## src/rtl/friscv_pkg.sv

```systemverilog
// Shared types and constants for the friscv fetch front end.
package friscv_pkg;

    localparam int ARCH        = 32;
    localparam int INSTR_BYTES = 4;

    typedef struct packed {
        logic [ARCH-1:0] pc;
        logic [ARCH-1:0] instr;
    } fetch_entry_t;

endpackage

```

## src/rtl/fetch_fifo.sv

```systemverilog
// Small synchronous FIFO for fetched instructions; flush empties it in one cycle and
// wins over a simultaneous push or pop. A push into a full FIFO is accepted when a pop happens too.
module fetch_fifo
    import friscv_pkg::*;
#(
    parameter int unsigned DEPTH = 2,
    parameter type entry_t = fetch_entry_t
) (
    input  logic                           clk,
    input  logic                           rst_n,
    input  logic                           flush_i,
    input  logic                           push_i,
    input  entry_t                         data_i,
    input  logic                           pop_i,
    output entry_t                         data_o,
    output logic                           empty_o,
    output logic [$clog2(DEPTH + 1)-1:0]   count_o
);

    localparam int unsigned PTR_W = $clog2(DEPTH);
    localparam int unsigned CNT_W = $clog2(DEPTH + 1);

    entry_t             mem_q [DEPTH];
    logic [PTR_W-1:0]   wr_ptr_q, wr_ptr_d;
    logic [PTR_W-1:0]   rd_ptr_q, rd_ptr_d;
    logic [CNT_W-1:0]   count_q, count_d;
    logic               full;
    logic               do_push;
    logic               do_pop;

    function automatic logic [PTR_W-1:0] ptr_inc(input logic [PTR_W-1:0] p);
        return (p == PTR_W'(DEPTH - 1)) ? '0 : p + 1'b1;
    endfunction

    always_comb begin
        full     = (count_q == CNT_W'(DEPTH));
        empty_o  = (count_q == '0);
        do_pop   = pop_i && !empty_o;
        do_push  = push_i && (!full || do_pop);
        wr_ptr_d = wr_ptr_q;
        rd_ptr_d = rd_ptr_q;
        count_d  = count_q;
        if (flush_i) begin
            wr_ptr_d = '0;
            rd_ptr_d = '0;
            count_d  = '0;
        end else begin
            if (do_push) wr_ptr_d = ptr_inc(wr_ptr_q);
            if (do_pop)  rd_ptr_d = ptr_inc(rd_ptr_q);
            unique case ({do_push, do_pop})
                2'b10:   count_d = count_q + 1'b1;
                2'b01:   count_d = count_q - 1'b1;
                default: count_d = count_q;
            endcase
        end
    end

    always_ff @(posedge clk or negedge rst_n) begin
        if (!rst_n) begin
            wr_ptr_q <= '0;
            rd_ptr_q <= '0;
            count_q  <= '0;
            for (int i = 0; i < int'(DEPTH); i++) mem_q[i] <= '0;
        end else begin
            wr_ptr_q <= wr_ptr_d;
            rd_ptr_q <= rd_ptr_d;
            count_q  <= count_d;
            if (do_push && !flush_i) mem_q[wr_ptr_q] <= data_i;
        end
    end

    assign data_o  = mem_q[rd_ptr_q];
    assign count_o = count_q;

endmodule

```

## src/rtl/ifetch_unit.sv

```systemverilog
// Instruction fetch unit: sequential PC generation, one-cycle imem, buffered output with redirect.
// Define FRISCV_IFETCH_ALIGN_CHK_EN to add the sticky misalign_err_out port.
module ifetch_unit
    import friscv_pkg::*;
#(
    parameter logic [ARCH-1:0] RESET_PC   = 32'h0000_0000,
    parameter int unsigned     FIFO_DEPTH = 2
) (
    input  logic            clk,
    input  logic            rst_n,
    input  logic            redirect_in,
    input  logic [ARCH-1:0] redirect_addr_in,
    output logic            imem_req_out,
    output logic [ARCH-1:0] imem_addr_out,
    input  logic [ARCH-1:0] imem_rdata_in,
    output logic [ARCH-1:0] instr_out,
    output logic [ARCH-1:0] instr_pc_out,
    output logic            instr_valid_out,
    input  logic            instr_ready_in
`ifdef FRISCV_IFETCH_ALIGN_CHK_EN
    ,
    output logic            misalign_err_out
`endif
);

    localparam int unsigned     CNT_W      = $clog2(FIFO_DEPTH + 1);
    localparam logic [ARCH-1:0] ALIGN_MASK = ~ARCH'(INSTR_BYTES - 1);

    logic [ARCH-1:0]  fetch_pc_q, fetch_pc_d;
    logic [ARCH-1:0]  inflight_pc_q, inflight_pc_d;
    logic             inflight_q, inflight_d;
    logic             run_q;
    logic [CNT_W-1:0] fifo_count;
    logic [CNT_W:0]   occupancy;
    logic             fifo_empty;
    logic             pop;
    logic             issue;
    logic [ARCH-1:0]  redirect_tgt;
    fetch_entry_t     push_entry;
    fetch_entry_t     head_entry;

    // A slot freed by this cycle's pop counts as free, so ready=1 sustains one instr per cycle.
    always_comb begin
        pop          = !fifo_empty && instr_ready_in;
        occupancy    = (CNT_W + 1)'(fifo_count) + (CNT_W + 1)'(inflight_q) - (CNT_W + 1)'(pop);
        issue        = run_q && !redirect_in && (occupancy < (CNT_W + 1)'(FIFO_DEPTH));
        redirect_tgt = redirect_addr_in & ALIGN_MASK;

        fetch_pc_d    = fetch_pc_q;
        inflight_pc_d = inflight_pc_q;
        inflight_d    = issue;
        if (redirect_in) begin
            fetch_pc_d = redirect_tgt;
        end else if (issue) begin
            fetch_pc_d    = fetch_pc_q + ARCH'(INSTR_BYTES);
            inflight_pc_d = fetch_pc_q;
        end
    end

    always_ff @(posedge clk or negedge rst_n) begin
        if (!rst_n) begin
            fetch_pc_q    <= RESET_PC;
            inflight_pc_q <= '0;
            inflight_q    <= 1'b0;
            run_q         <= 1'b0;
        end else begin
            fetch_pc_q    <= fetch_pc_d;
            inflight_pc_q <= inflight_pc_d;
            inflight_q    <= inflight_d;
            run_q         <= 1'b1;
        end
    end

    assign push_entry = '{pc: inflight_pc_q, instr: imem_rdata_in};

    // Flush on redirect also drops the response arriving this cycle.
    fetch_fifo #(
        .DEPTH   (FIFO_DEPTH),
        .entry_t (fetch_entry_t)
    ) u_fetch_fifo (
        .clk     (clk),
        .rst_n   (rst_n),
        .flush_i (redirect_in),
        .push_i  (inflight_q),
        .data_i  (push_entry),
        .pop_i   (pop),
        .data_o  (head_entry),
        .empty_o (fifo_empty),
        .count_o (fifo_count)
    );

    assign imem_req_out    = issue;
    assign imem_addr_out   = fetch_pc_q;
    assign instr_valid_out = !fifo_empty;
    assign instr_out       = fifo_empty ? '0 : head_entry.instr;
    assign instr_pc_out    = fifo_empty ? '0 : head_entry.pc;

`ifdef FRISCV_IFETCH_ALIGN_CHK_EN
    logic misalign_q, misalign_d;

    always_comb begin
        misalign_d = misalign_q | (redirect_in & (|redirect_addr_in[1:0]));
    end

    always_ff @(posedge clk or negedge rst_n) begin
        if (!rst_n) misalign_q <= 1'b0;
        else        misalign_q <= misalign_d;
    end

    assign misalign_err_out = misalign_q;
`endif

endmodule

```

## config.mk

```make
export PLATFORM = sky130hd
export DESIGN_NAME = ifetch_unit
export DESIGN_NICKNAME = d
export VERILOG_FILES = /design/src/rtl/friscv_pkg.sv /design/src/rtl/fetch_fifo.sv /design/src/rtl/ifetch_unit.sv
export SDC_FILE = /design/constraint.sdc
export NUM_CORES = 1
export LEC_CHECK = 0
export ABC_AREA = 1
export ABC_CLOCK_PERIOD_IN_PS = 6400
export CAP_MARGIN = 20
export CORE_MARGIN = 3
export CORE_UTILIZATION = 55
export CTS_BUF_LIST = sky130_fd_sc_hd__clkbuf_16
export DETAILED_ROUTE_END_ITERATION = 10
export DONT_BUFFER_PORTS = 1
export PLACE_DENSITY = 0.79
export SLEW_MARGIN = 5
export SYNTH_ARGS = -nofsm -noshare
export SYNTH_HDL_FRONTEND = slang
export SYNTH_SLANG_ARGS = --single-unit
```

## constraint.sdc

```tcl
create_clock -name clk -period 6.4 [get_ports clk]
set_input_delay 1.92 -clock clk [delete_from_list [all_inputs] [get_ports clk]]
set_output_delay 1.92 -clock clk [all_outputs]
set_load 0.005 [all_outputs]
```

After elaboration in Yosys (flattened, before gate mapping):

Index checks and enable logic that the tools add are counted.

* register bits after elaboration: 198
* bits of input ports: 68
* output and inout port bits: 98

* $add $sub $neg: 7
* magnitude comparators: 4
* equality and inequality tests: 3
* muxes and demuxes: 18
* bitwise gates (word level): 3
* reduce and logical (&&, ||, !) cells: 17

Operators with widths (count)
* $mux 64: 4
* $bwmux 128: 1
* $mux 32: 4
* $demux 64 s1: 1
* $add 32x3->32 const B: 1
* $logic_and 1x1->1: 7
* $mux 1: 6
* $reduce_bool 2->1: 3
* $eq 2x2->1 const B: 2
* $ge 2x2->1 const B: 2
* $not 1->2: 2
* $pmux 2 s2: 1
* $add 2x1->3: 1
* $logic_not 1->1: 3
* $lt 3x2->1 const B: 1
* $reduce_bool 3->1: 1
* $sub 3x1->3: 1
* $add 1x1->1 const B: 2
* $add 2x1->2 const B: 1
* $eq 2x1->1 const B: 1
* $logic_not 2->1: 1
* $lt 2x1->1 const B: 1
* $mux 2: 1
* $reduce_and 2->1: 1
* 3 further kinds: 3

Logic depth before layout (Yosys ltp):

* depth after elaboration: 9
* gate-level depth with buffers: 14

Cells and area by module:

A second synthesis with hierarchy kept.

* cells, all modules: 1389
* area, all modules: 10593.9 um^2

By module, submodules not included
* fetch_fifo: times used 1, cells each 721, area an instance 6491.2 um^2, seq. area each 3303.2 um^2
* ifetch_unit: times used 1, cells each 668, area an instance 4102.7 um^2, seq. area each 1551.5 um^2

Worst setup path after synthesis:

Ideal clock, no wire load.

* kind: in2out
* from: in instr_ready_in
* to: out imem_req_out
* arrival: 3.768 ns
* required time: 4.480 ns
* slack: 0.712 ns
* stages on the path: 10
* buffers on the path: 1
* cells stage by stage: inv_1 nor2_2 ha_1 or2_2 fa_1 nand2_1 nor2_1 nand2_4 inv_2 buf_2

* cells in the longest elaborated chain, start to end: 4

RTL lines
* from (decl): RTL line ifetch_unit.sv:19 `input logic instr_ready_in`
* $logic_and 1x1->1: RTL line ifetch_unit.sv:44 `pop = !fifo_empty && instr_ready_in;`
* $sub 3x1->3: RTL line ifetch_unit.sv:45 `occupancy = (CNT_W + 1)'(fifo_count) + (CNT_W + 1)'(inflight_q) - (CNT_W + 1)'(pop);`
* $lt 3x2->1: RTL line ifetch_unit.sv:46 `issue = run_q && !redirect_in && (occupancy < (CNT_W + 1)'(FIFO_DEPTH));`
* $logic_and 1x1->1: RTL line ifetch_unit.sv:46
* to (decl): RTL line ifetch_unit.sv:13 `output logic imem_req_out,`

No other way between the ends.

Worst setup path in the final report:

Ends and elaborated chain as after synthesis.

==> run summary <==
Area leader, netlist: dfrtp_1
Final cell count without fillers: 1330
Final setup viols: 0
HPWL after DPL: 12.6 mm
Clock skew: 0.0142 ns
Hold endpoint: u_fetch_fifo.mem_q[104]
Overall Global Routing Usage: 22.6%
Outcome: completed
DRT iter0 DRCs: 495
Detail-routed via count per cell: 5.39
Syn Std Cell Area: 0.00912 mm²
Final wirelength: 20.2 mm
Worst r2r src: u_fetch_fifo.count_o[1]
Worst Path Required: 4.48 ns
Setup Total Neg Slack: 0 ns
Critical Path Start Type: input port
Comb power frac: 25.1%
Synth Area per Inst: 8.02 µm²
Final nets: 1174
Type of element capturing the critical path: output pin
CTS max path bufs: 2
R2R Setup Slk: 3.00 ns
Root Buffer: clkbuf_16
Synth Register Bits: 190
Final period util: 86.4%
Pre-CTS setup slack: 0.882 ns
Synth top area share: 52.1%
Post-synthesis async set-or-reset flop share: 100%
Row count: 46
Psw: 1.36 mW
Switching Share: 34.8%
FMAX: 181 MHz
Die area: 0.0182 mm²
Max-slew violations: 0
Vias in the first global route: 6473
Internal Pwr Total: 2.54 mW
Cts hold-fix bufs: 0
Critical Path Start: instr_ready_in
# diodes: 0
Clk_lat worst skew: 0.42 ns
Warning count from the yosys run: 0
Via count: 7165
FF-to-FF End: imem_addr_out[6]
Top FF cell, synth: dfrtp_1
Crit path arrival time: 3.61 ns
Final Power: 3.90 mW
Remaining DRCs: 0
Area of the multi-input gates: 0.00350 mm²
Largest driver fanout on the critical path: 5
Commonest cells in the netlist: nand2_1, dfrtp_1, inv_1
Maximum vdd drop: 195 µV
Port bufs: 0
Register area: 0.00476 mm²
Clk slew on worst S/H paths: 0.07 ns
Number of clock sinks: 190
P&R area growth vs syn: 4.96%
Post-Synthesis Cells: 1138
RSZ-0062 raised after global routing: no
Pwr Density: 408 mW/mm²
Cell count of the worst reg-to-reg path: 13
Flop pwr share: 51.2%
Number of buffers created by CTS: 17
Sequential fraction of the synthesis area: 52.1%
Grt total ovfl: 0
Pin slew with the least headroom to its limit: 0.795 ns
Slew headroom: 47.0%
Worst Hold Depth: 2
Leakage: 4.60 nW
Max Cap Viol: 0
Setup Buffers After CTS: 0
Clk pwr share: 23.7%
Top-count cell post-synth: nand2_1
Fin crit period: 5.53 ns
Worst min path class: reg2reg
H-tree Lvls: 4
Starting Density: 56.8%
Final setup margin: 0.871 ns
WS Path Type: in2out
Number of synthesized flops with an enable pin: 0
Hold path startpoint: u_fetch_fifo.mem_q[104]
Core area: 0.0161 mm²
TritonCTS clock tree: built
Cells after DPL: 1299
Drt wl/cell: 15.2 µm
Post-route ant nets: 0
DR pass1 iterations: 4
Post_cts resized: 0
Ratio of cells with drive above 1 in the final layout: 5.48%
Area contributors post-synth: dfrtp_1, nand2_1, o21ai_0, inv_1, a21oi_1
Antenna violations before repair: 0
Pin count of the biggest net entering global routing: 191
Cell variety after synth: 33
Die span in y: 135 µm
Fill count: 1453
Die width: 135 µm
I/O pin count: 166
Final Hold Viols: 0
First-pass GRT wire length: 33.1 mm
Global placement routability congestion: 0.866
==> state kept, by name, indices dropped and copies added, names as in the netlist <==
signal                 count
inflight_pc_q             30
u_fetch_fifo.mem_q       124
imem_addr_out             30
run_q                      1
u_fetch_fifo.rd_ptr_q      1
u_fetch_fifo.wr_ptr_q      1
u_fetch_fifo.count_o       2
inflight_q                 1
==> layer usage <==
metal | vias to the layer above | GRT usage, % | share of wire, %
met4 | 0 | 7.01 | 0.98
met2 | 235 | 34.3 | 46
met1 | 3361 | 32.5 | 47
li1 | 3550 | - | -
met3 | 19 | 5.29 | 6.7
met5 | - | 0 | 0
==> final cells by class <==
type / count / area share [%]
clock buffer: 17 / 4.44
multi-input combinational: 759 / 36.6
clock inverter: 13 / 0.797
tap: 216 / 2.82
inverter: 128 / 5.02
sequential: 190 / 49.7
timing repair buffer: 7 / 0.679
==> power by group through the flow <==
stage               sequential (mW)  clock (mW)  combinational, mW
detailed placement             2.01           0              0.978
CTS                            2.00       0.948              0.989
global route                   2.06        1.00               1.14
finish                         2.00       0.926              0.978
global placement               2.00           0              0.946
floorplan                      1.94           0              0.809
==> through the flow <==
step	utilization, %	hold slack (ns)	cell area [µm²]
2_1_floorplan	-	0.453	9130
3_3_place_gp	56.4	0.465	9050
3_5_place_dp	56.4	0.473	9050
4_1_cts	59.5	0.489	9560
5_1_grt	59.6	0.502	9580
6_report	59.6	0.484	9580
==> critical path, cell delays in order <==
cell     delay [ns]
inv_1          0.05
nor2_2         0.20
ha_1           0.26
or2_2          0.30
fa_1           0.49
nand2_1        0.06
nor2_1         0.19
nand2_4        0.07
inv_2          0.08
==> how the worst max path moves through the flow <==
| stage | depth (start not counted) | end |
|---|---|---|
| after floorplan | 10 | imem_req_out |
| after detailed placement | 9 | imem_req_out |
| after global routing | 9 | imem_req_out |
| after CTS | 9 | imem_req_out |
| final | 9 | imem_req_out |
| after global placement | 9 | imem_req_out |
==> cells in the final DEF, fill, tap and decap left out, types with 6 or more instances in the layout <==
cell type  Yosys  layout
o21ai_1       70      70
a21oi_1       71      71
o21ai_0       99      99
buf_4          7       6
inv_1        122     123
clkbuf_16      0      17
dfrtp_1      190     189
nand2_1      370     370
nand4_1       14      14
o211ai_1       6       6
nor2_1        35      35
nand3_1       45      45
inv_2          6       6
xor2_1         9       9
==> logic make-up after synthesis <==
| group | Yosys count | synth area share [%] |
|---|---|---|
| AOI/OAI and AO/OA | 252 | 14.2 |
| xor gates and xnor gates | 9 | 0.864 |
| adders and majority gates | 3 | 0.494 |
| buffers and inverters | 192 | 9.67 |
| DFF | 190 | 52.1 |
| other | 2 | 0.0823 |
| and+or+nand+nor | 490 | 22.6 |
(Power assumes the default switching activity.)
